**src/rtl/regfile_wb_arbiter_pkg.sv**
```systemverilog
// Shared types and defaults for the regfile writeback arbiter.
// The payload structs are sized by the default index and data widths.
package rrd_pkg;

    localparam int unsigned num_req_def         = 4;
    localparam int unsigned num_write_ports_def = 3;
    localparam int unsigned s_index_def         = 5;
    localparam int unsigned s_width_def         = 32;

    typedef struct packed {
        logic [s_index_def-1:0] dest;
        logic [s_width_def-1:0] data;
    } wb_req_t;

    typedef struct packed {
        logic                   ld;
        logic [s_index_def-1:0] dest;
        logic [s_width_def-1:0] data;
    } wr_port_t;

    // Width of a requester index / round-robin pointer
    function automatic int unsigned ptr_bits(input int unsigned n);
        return (n > 1) ? $clog2(n) : 1;
    endfunction

endpackage

```
**src/rtl/regfile_wb_arbiter_if.sv**
```systemverilog
// Writeback request bus plus the registered regfile write-port bus.
// The master side is the requester/regfile environment, the slave side is the arbiter.
interface regfile_wb_arbiter_if #(
    parameter int unsigned num_req         = rrd_pkg::num_req_def,
    parameter int unsigned num_write_ports = rrd_pkg::num_write_ports_def,
    parameter int unsigned s_index         = rrd_pkg::s_index_def,
    parameter int unsigned s_width         = rrd_pkg::s_width_def
);
    logic [num_req-1:0]         req_valid;
    logic [s_index-1:0]         req_dest [num_req];
    logic [s_width-1:0]         req_data [num_req];
    logic [num_req-1:0]         req_ready;
    logic [num_write_ports-1:0] wr_ld;
    logic [s_index-1:0]         wr_dest [num_write_ports];
    logic [s_width-1:0]         wr_data [num_write_ports];

    modport master (
        output req_valid, req_dest, req_data,
        input  req_ready, wr_ld, wr_dest, wr_data
    );

    modport slave (
        input  req_valid, req_dest, req_data,
        output req_ready, wr_ld, wr_dest, wr_data
    );

endinterface

```
**src/rtl/regfile_wb_arbiter_rr_port_alloc.sv**
```systemverilog
// Rotating scan from rr_ptr that grants requests, packs nonzero-dest winners onto
// write ports in order, rejects duplicate destinations and computes the next pointer.
module rr_port_alloc
    import rrd_pkg::*;
#(
    parameter  int unsigned num_req         = num_req_def,
    parameter  int unsigned num_write_ports = num_write_ports_def,
    parameter  int unsigned s_index         = s_index_def,
    localparam int unsigned ptr_w           = ptr_bits(num_req)
) (
    input  logic [ptr_w-1:0]           rr_ptr,
    input  logic [num_req-1:0]         valid,
    input  logic [s_index-1:0]         dest [num_req],
    output logic [num_req-1:0]         grant,
    output logic [num_write_ports-1:0] port_used,
    output logic [ptr_w-1:0]           port_req [num_write_ports],
    output logic [ptr_w-1:0]           next_ptr
);

    logic [s_index-1:0] port_dest [num_write_ports];
    logic               conflict;
    logic               placed;
    int unsigned        slot;

    // Every index is a loop constant; the rotation is resolved by comparing against slot
    always_comb begin
        grant     = '0;
        port_used = '0;
        next_ptr  = rr_ptr;
        conflict  = 1'b0;
        placed    = 1'b0;
        slot      = 0;
        for (int unsigned p = 0; p < num_write_ports; p++) begin
            port_req[p]  = '0;
            port_dest[p] = '0;
        end

        for (int unsigned k = 0; k < num_req; k++) begin
            slot = (32'(rr_ptr) + k) % num_req;
            for (int unsigned i = 0; i < num_req; i++) begin
                if (i == slot && valid[i]) begin
                    if (dest[i] == '0) begin
                        // x0 writes are acknowledged and dropped without a port
                        grant[i] = 1'b1;
                    end else begin
                        conflict = 1'b0;
                        for (int unsigned p = 0; p < num_write_ports; p++) begin
                            if (port_used[p] && port_dest[p] == dest[i]) begin
                                conflict = 1'b1;
                            end
                        end
                        placed = 1'b0;
                        if (!conflict) begin
                            for (int unsigned p = 0; p < num_write_ports; p++) begin
                                if (!placed && !port_used[p]) begin
                                    port_used[p] = 1'b1;
                                    port_req[p]  = ptr_w'(i);
                                    port_dest[p] = dest[i];
                                    placed       = 1'b1;
                                end
                            end
                        end
                        if (placed) begin
                            grant[i] = 1'b1;
                            next_ptr = ptr_w'((i + 1) % num_req);
                        end
                    end
                end
            end
        end
    end

endmodule

```
**src/rtl/regfile_wb_arbiter.sv**
```systemverilog
// Round-robin arbiter sharing the regfile write ports among writeback requesters;
// winners are registered onto the write ports one cycle after the grant.
module regfile_wb_arbiter
    import rrd_pkg::*;
#(
    parameter int unsigned num_req         = num_req_def,
    parameter int unsigned num_write_ports = num_write_ports_def,
    parameter int unsigned s_index         = s_index_def,
    parameter int unsigned s_width         = s_width_def
) (
    input logic                 clk,
    input logic                 rst,
    regfile_wb_arbiter_if.slave bus
);

    localparam int unsigned ptr_w = ptr_bits(num_req);

    logic [ptr_w-1:0]           rr_ptr;
    logic [ptr_w-1:0]           next_ptr;
    logic [num_req-1:0]         grant;
    logic [num_write_ports-1:0] port_used;
    logic [ptr_w-1:0]           port_req [num_write_ports];
    wb_req_t                    reqs     [num_req];
    wr_port_t                   wr_d     [num_write_ports];
    wr_port_t                   wr_q     [num_write_ports];

    always_comb begin
        for (int unsigned i = 0; i < num_req; i++) begin
            reqs[i].dest = s_index_def'(bus.req_dest[i]);
            reqs[i].data = s_width_def'(bus.req_data[i]);
        end
    end

    rr_port_alloc #(
        .num_req         (num_req),
        .num_write_ports (num_write_ports),
        .s_index         (s_index)
    ) u_alloc (
        .rr_ptr    (rr_ptr),
        .valid     (bus.req_valid),
        .dest      (bus.req_dest),
        .grant     (grant),
        .port_used (port_used),
        .port_req  (port_req),
        .next_ptr  (next_ptr)
    );

    assign bus.req_ready = grant;

    // Idle ports keep their last dest/data so the outputs stay deterministic
    always_comb begin
        for (int unsigned p = 0; p < num_write_ports; p++) begin
            wr_d[p]    = wr_q[p];
            wr_d[p].ld = 1'b0;
            if (port_used[p]) begin
                for (int unsigned i = 0; i < num_req; i++) begin
                    if (port_req[p] == ptr_w'(i)) begin
                        wr_d[p].ld   = 1'b1;
                        wr_d[p].dest = reqs[i].dest;
                        wr_d[p].data = reqs[i].data;
                    end
                end
            end
        end
    end

    always_ff @(posedge clk) begin
        if (rst) begin
            rr_ptr <= '0;
            for (int unsigned p = 0; p < num_write_ports; p++) begin
                wr_q[p] <= '0;
            end
        end else begin
            rr_ptr <= next_ptr;
            for (int unsigned p = 0; p < num_write_ports; p++) begin
                wr_q[p] <= wr_d[p];
            end
        end
    end

    always_comb begin
        for (int unsigned p = 0; p < num_write_ports; p++) begin
            bus.wr_ld[p]   = wr_q[p].ld;
            bus.wr_dest[p] = s_index'(wr_q[p].dest);
            bus.wr_data[p] = s_width'(wr_q[p].data);
        end
    end

endmodule

```
**src/flat_wrapper.sv**
```systemverilog
// flat-port wrapper written by rule: the top's interface ports become plain ports
module regfile_wb_arbiter_flat import rrd_pkg::*;
#(
    parameter int unsigned num_req         = num_req_def,
    parameter int unsigned num_write_ports = num_write_ports_def,
    parameter int unsigned s_index         = s_index_def,
    parameter int unsigned s_width         = s_width_def
)
  (clk, rst, bus_req_valid, bus_req_dest, bus_req_data, bus_req_ready, bus_wr_ld, bus_wr_dest, bus_wr_data);
  regfile_wb_arbiter_if #(.num_req(num_req), .num_write_ports(num_write_ports), .s_index(s_index), .s_width(s_width)) bus_i ();
  input logic clk;
  input logic rst;
  input wire logic [$bits(bus_i.req_valid)-1:0] bus_req_valid;
  input wire logic [$bits(bus_i.req_dest)-1:0] bus_req_dest;
  input wire logic [$bits(bus_i.req_data)-1:0] bus_req_data;
  output wire logic [$bits(bus_i.req_ready)-1:0] bus_req_ready;
  output wire logic [$bits(bus_i.wr_ld)-1:0] bus_wr_ld;
  output wire logic [$bits(bus_i.wr_dest)-1:0] bus_wr_dest;
  output wire logic [$bits(bus_i.wr_data)-1:0] bus_wr_data;
  assign bus_i.req_valid = bus_req_valid;
  assign bus_i.req_dest = {>>{bus_req_dest}};
  assign bus_i.req_data = {>>{bus_req_data}};
  assign bus_req_ready = bus_i.req_ready;
  assign bus_wr_ld = bus_i.wr_ld;
  assign bus_wr_dest = {>>{bus_i.wr_dest}};
  assign bus_wr_data = {>>{bus_i.wr_data}};
  regfile_wb_arbiter #(.num_req(num_req), .num_write_ports(num_write_ports), .s_index(s_index), .s_width(s_width)) u_core (.clk(clk), .rst(rst), .bus(bus_i));
endmodule
```
**config.mk**
```make
export PLATFORM = sky130hd
export DESIGN_NAME = regfile_wb_arbiter_flat
export DESIGN_NICKNAME = d
export VERILOG_FILES = /design/src/rtl/regfile_wb_arbiter_pkg.sv /design/src/rtl/regfile_wb_arbiter_if.sv /design/src/rtl/regfile_wb_arbiter_rr_port_alloc.sv /design/src/rtl/regfile_wb_arbiter.sv /design/src/flat_wrapper.sv
export SDC_FILE = /design/constraint.sdc
export NUM_CORES = 1
export LEC_CHECK = 0
export CAP_MARGIN = 20
export CELL_PAD_IN_SITES_DETAIL_PLACEMENT = 0
export CELL_PAD_IN_SITES_GLOBAL_PLACEMENT = 2
export CORE_MARGIN = 3
export CORE_UTILIZATION = 28
export DETAILED_ROUTE_END_ITERATION = 12
export GPL_TIMING_DRIVEN = 0
export PLACE_DENSITY = 0.84
export SKIP_CTS_REPAIR_TIMING = 1
export SYNTH_ARGS = -nofsm -noshare
export SYNTH_HDL_FRONTEND = slang
export SYNTH_SLANG_ARGS = --single-unit
```
**constraint.sdc**
```tcl
create_clock -name clk -period 10.4 [get_ports clk]
set_input_delay 1.56 -clock clk [delete_from_list [all_inputs] [get_ports clk]]
set_output_delay 1.56 -clock clk [all_outputs]
set_load 0.03 [all_outputs]
```
==> out/qor.yml, run 1 <==
dieArea_sq_um: 55300
n_antenna_cell: 0
crit_buf_inv: 6
startpoint_type: "input port"
critical_path.max_stage_delay_ns: 0.62
power_density_nw_per_um2: 314
cts_buffers: 17
power_frac_seq: 0.112
post_drt_wl_per_cell_microns: 30.3
crit_family: "compound AO/OA/AOI/OAI gates"
async_flop_share: 0
synthesis.nets: 2266
clock-sinks: 116
crit_fanout: 7
hpwl_mm: 73.1
layout-drive-gt1-share: 0.183
track_usage: 0.327
layout.nets: 2660
syn_area_sq_um: 14700
synthTopCellsByArea: "dfxtp_1, a21oi_1, nor2_1, mux2i_1, clkbuf_1"
swShare: 0.559
netSwitchingPower_uw: 3680
cts-root-buf: "clkbuf_16"
post_synth.cell_area_avg_sq_um: 6.96
power_frac_comb: 0.794
rsz0062_at_grt: "yes"
clk_pin_slew_ns: 0.05
power_frac_clock: 0.094
tightest_slew_ns: 1.18
synthFlopType: "dfxtp_1"
setup_slack_ns: -0.213
min_period_over_period: 1.02
crit_required_ns: 8.84
ys_types: 124
hold_violations: 0
slew_headroom: 0.216
place_ws_ns: -3.05
crit_top_cell: "buf_4"
yosysTopAreaCell: "dfxtp_1"
via_per_inst: 6.35
die_w_microns: 235
cts_buffer_depth: 2
area_growth_pct: 42.5
mostFrequentLayoutCells: "nor2_1, clkdlybuf4s50_1, a21oi_1"
drtIter0Drc: 2906
worstHoldPathType: "reg2reg"
antenna_found_initial: 0
drv_slew: 0
violations: "setup timing"
clock_latency_ns: 0.45
grt.overflow.total: 0
dr.pass1.iters: 6
detail-route-antenna-nets: 0
irDropWorstVdd_v: 0.000148
setup_viol: 2
max_cap_violations: 0
synth-edff-count: 0
endpoint_kind: "output port"
wl_mm: 96.9
r2r_cells: 27
arrival_ns: 9.05
fin_skew_ns: 0.0123
fmax_mhz: 94.2
synth_top_area_frac: 0.158
leakage_uw: 0.00758
grt_start_max_net_pins: 17
io_buffers: 261
grt_pass1_vias: 18584
yosysSeqAreaShare: 0.158
yosysWarningCount: 0
ys_ff_latch: 116
netlist_instances: 2112
slowest_stage: "or4_1"
start_util: 0.285
worstSetupPathType: "in2out"
final_util: 0.406
gp_congestion: 0.987
p_int_uw: 2910
core_area_sq_um: 51600
crit_cells: 30
grt_pass1_wl_mm: 136
vias: 20308
layout_commonest_cell: "nor2_1"
min_period_ns: 10.61
hold_path_depth: 2
p_total_uw: 6580
fillers: 5401
placement_rows: 83
cts_tree: "built"
htree_levels: 4
io_pins: 272
status: "finished, violations left"
drc: 0
die_h_microns: 235
==> worst register-to-register path, cell delays in order, from the launching register on <==
cell and delay [ns]:
dfxtp_1 0.42, buf_2 0.24, nor4bb_1 0.54, a21oi_2 0.22, o21ai_1 0.32, xnor2_1 0.12
nor3_1 0.30, o2111a_2 0.41, buf_4 0.16, nor3_2 0.07, a211o_1 0.29, mux2_1 0.35
o21bai_4 0.21, buf_4 0.16, xnor2_1 0.31, o31a_1 0.33, clkbuf_1 0.49, a21oi_1 0.20
a41oi_2 0.25, nand3b_1 0.20, o32a_4 0.40, a21oi_4 0.21, mux2i_2 0.42, o31ai_4 0.14
a21oi_1 0.80, nor2_1 0.42, clkbuf_1 0.37, o41ai_1 0.48
==> power groups by stage <==
stage / clock (uW) / combinational [uW] / sequential, uW
floorplan: 0 / 2700 / 1000
global placement: 0 / 4520 / 739
detailed placement: 0 / 4540 / 737
CTS: 624 / 4560 / 735
global route: 645 / 5480 / 752
finish: 621 / 5230 / 737
==> cells by family after synthesis <==
family	after synthesis	share of synthesized area
simple gates	791	0.271
flops	116	0.158
compound gates	783	0.383
buf+inv	258	0.0752
mux	120	0.0868
xor+xnor	44	0.0262
==> flip-flops by register name, summed over array words and instances, names as in the netlist <==
register,flops
u_core.rr_ptr,2
u_core.wr_q,114
==> routing by layer <==
layer,global-route usage,routed length (microns),vias to the layer above,share of wire
li1,-,-,8792,-
met1,0.426,38500,9890,0.40
met2,0.529,44500,1380,0.46
met3,0.0760,10400,246,0.11
met4,0.110,3610,0,0.037
met5,0,0,-,0
==> cells in the mapped netlist, types with 11 or more instances <==
cell type and count:
o21ai_1 13, o41ai_1 33, a2111oi_2 30, nor3_1 94, nand2_1 139, a211oi_1 27
nand4_1 14, nor2_1 282, a21oi_1 250, clkbuf_1 153, or3b_1 33, o21ai_0 97
a31oi_1 26, nor4_1 15, dfxtp_1 116, xnor2_1 43, or3_1 47, mux2i_1 80
a2111oi_0 11, nand3_1 44, a211o_1 15, mux2_1 29, a22oi_1 12, o211ai_1 20
buf_2 23, a21o_1 18, inv_1 52, and2_1 11, nor2b_1 36, buf_6 11
o22ai_1 48
==> layout make-up <==
type                    count  area (sq um)  share of cell area
multi-input cells        1739         12400               0.593
repair buffers            375          3530               0.169
flip-flops and latches    116          2320               0.111
plain buffers             199           991              0.0473
well taps                 680           851              0.0406
clock buffers              19           433              0.0207
inverters                  58           236              0.0113
clock inverters            13           158             0.00753
==> per-stage QoR <==
step	instances	area [sq um]	setup TNS [ns]	hold WS (ns)
final	3199	20900	-0.222	0.489
after global routing	3199	20900	-0.257	0.512
after CTS	3088	18800	-75.99	0.481
after detailed placement	3056	18200	-127.73	0.464
after global placement	3053	18200	-209.06	0.458
after floorplan	2112	14700	0	0.568
==> final timing paths <==
kind                           start                  to  slack (ns)
setup reg to reg    u_core.rr_ptr[1]  u_core.wr_q[0][55]        1.44
hold / removal    u_core.wr_q[0][36]  u_core.wr_q[0][36]        0.49
setup / recovery     bus_req_dest[6]    bus_req_ready[3]       -0.21
hold reg to reg   u_core.wr_q[0][36]  u_core.wr_q[0][36]        0.49
(Power assumes the default switching activity.)
==> inputs of run 2 (changes only) <==
--- a/config.mk
+++ b/config.mk
@@ -14,6 +14,7 @@
 export GPL_TIMING_DRIVEN = 0
 export PLACE_DENSITY = 0.84
 export SKIP_CTS_REPAIR_TIMING = 1
+export SLEW_MARGIN = 40
 export SYNTH_ARGS = -nofsm -noshare
 export SYNTH_HDL_FRONTEND = slang
 export SYNTH_SLANG_ARGS = --single-unit
==> out/qor.yml, run 2 (synthesis gave the netlist of run 1 again) <==
slew_headroom: 0.302  # +0.0866
cts-root-buf: "clkbuf_16"
start_util: 0.285  # unchanged
power_frac_clock: 0.100  # +0.006
p_int_uw: 2980  # +2.5%
crit_family: "compound AO/OA/AOI/OAI gates"
htree_levels: 4  # unchanged
grt_start_max_net_pins: 17  # unchanged
final_cells: 3210  # +0.34%
layout_commonest_cell: "nor2_1"
power_density_nw_per_um2: 316  # +0.44%
crit_fanout: 8  # +1
cts_buffer_depth: 2  # unchanged
place_ws_ns: -3.05  # -0.00547 ns
die_w_microns: 235  # unchanged
drtIter0Drc: 2591  # -11%
largest-register: "u_core.wr_q"
clock-sinks: 116  # unchanged
setup_slack_ns: -0.335  # -0.122 ns
track_usage: 0.326  # -0.000659
io_buffers: 261  # unchanged
startpoint_type: "input port"
post_dp_cell_area_sq_um: 18300  # +0.44%
largest_reg_flops: 114  # unchanged
clk_pin_slew_ns: 0.06  # about the same
status: "finished, violations left"
rsz0062_at_grt: "yes"
reg_top3: "u_core.wr_q: 114 flops, u_core.rr_ptr: 2 flops"
slowest_stage: "or4_4"
violations: "setup timing"
irDropWorstVdd_v: 0.000142  # -4.4%
grt_pass1_wl_mm: 135  # -0.52%
mostFrequentLayoutCells: "nor2_1, clkdlybuf4s50_1, a21oi_1"
critical_path.max_stage_delay_ns: 0.72  # +0.10 ns
antenna_found_initial: 1  # +1
power_frac_comb: 0.790  # -0.004
die_h_microns: 235  # unchanged
clock_latency_ns: 0.45  # about the same
area_growth_pct: 43.2
drv_slew: 0  # unchanged
worstSetupPathType: "in2out"
gp_congestion: 0.987  # unchanged
worstHoldPathType: "reg2reg"
via_per_inst: 6.34  # -0.12%
cts_buffers: 17  # unchanged
p_total_uw: 6650  # +0.98%
max_cap_violations: 0  # unchanged
core_area_sq_um: 51600  # unchanged
dr.pass1.iters: 7  # +1
fmax_mhz: 93.1  # -1.1%
post_drt_wl_per_cell_microns: 30.2  # -0.26%
min_period_over_period: 1.03  # +0.0118
placement_rows: 83  # unchanged
cts_tree: "built"
tns_ns: -0.377  # -0.154 ns
hpwl_mm: 73.2  # +0.10%
detail-route-antenna-nets: 0  # unchanged
crit_top_cell: "buf_4"
dieArea_sq_um: 55300  # unchanged
numPlacedInstances: 3061  # +0.16%
leakage_uw: 0.00773  # +2.1%
min_period_ns: 10.74  # +0.122 ns
layout.nets: 2670  # +0.38%
endpoint_kind: "output port"
setup_viol: 2  # unchanged
grt_pass1_vias: 18523  # -0.33%
layout-drive-gt1-share: 0.194  # +0.0107
fin_skew_ns: 0.0128  # +0.000476 ns
crit_buf_inv: 9  # +3
grt.overflow.total: 0  # unchanged
vias: 20354  # +0.23%
arrival_ns: 9.18  # +0.13 ns
wl_mm: 97.0  # about the same
stdcell_area_sq_um: 21100  # +0.54%
swShare: 0.552  # -0.00646
tightest_slew_ns: 1.04  # -0.134 ns
power_frac_seq: 0.111  # about the same
drc: 0  # unchanged
netSwitchingPower_uw: 3670  # -0.19%
crit_required_ns: 8.84  # about the same
hold_violations: 0  # unchanged
io_pins: 272  # unchanged
[run 2: cell count changes in the layout (fill, tap and decap cells not counted), sizes merged, moves of 2 or more]
cell | before | now
buf | 174 | 178
inv | 53 | 51
clkinvlp | 9 | 6
clkbuf | 169 | 181
[run 2: power groups by stage]
stage	Combinational (uW)	Sequential [uW]	Clock, uW
floorplan	2700	1000	0
global placement	4520	739	0
detailed placement	4550	735	0
CTS	4580	734	665
global route	5510	751	686
finish	5250	737	662
[run 2: stage by stage]
stage	hold WS, ns	utilization
CTS	0.475	0.367
finish	0.480	0.408
detailed placement	0.463	0.354
global placement	0.458	0.352
floorplan	0.568	-
global route	0.488	0.408
[run 2: path summary, 6_finish.rpt]
kind	startpoint	endpoint	depth (start not counted)	slack, ns
worst min-delay path	u_core.wr_q[0][36]	u_core.wr_q[0][36]	2	0.48
worst max register to register	u_core.rr_ptr[1]	u_core.wr_q[0][100]	32	1.44
worst min register to register	u_core.wr_q[0][36]	u_core.wr_q[0][36]	2	0.48
worst max-delay path	bus_req_dest[14]	bus_req_ready[3]	32	-0.34
[run 2: area by class of cell]
| type | count | area (sq um) |
|---|---|---|
| well taps | 680 | 851 |
| clock inverters | 8 | 146 |
| plain buffers | 198 | 1020 |
| clock buffers | 24 | 492 |
| fillers | 5343 | 30600 |
| repair buffers | 387 | 3600 |
| inverters | 58 | 236 |
| flip-flops and latches | 116 | 2320 |
| diodes | 1 | 2.50 |
| multi-input cells | 1738 | 12400 |
[run 2: worst min-delay path: stages (launching register included)]
cell and delay (ns):
dfxtp_1 0.32, nand2_1 0.05, mux2i_1 0.06
[run 2: metal layers]
layer | track usage | vias up | part of all wire
met2 | 0.530 | 1394 | 0.46
met1 | 0.427 | 9928 | 0.40
met3 | 0.0763 | 220 | 0.10
met5 | 0 | - | 0
met4 | 0.100 | 0 | 0.034
li1 | - | 8812 | -
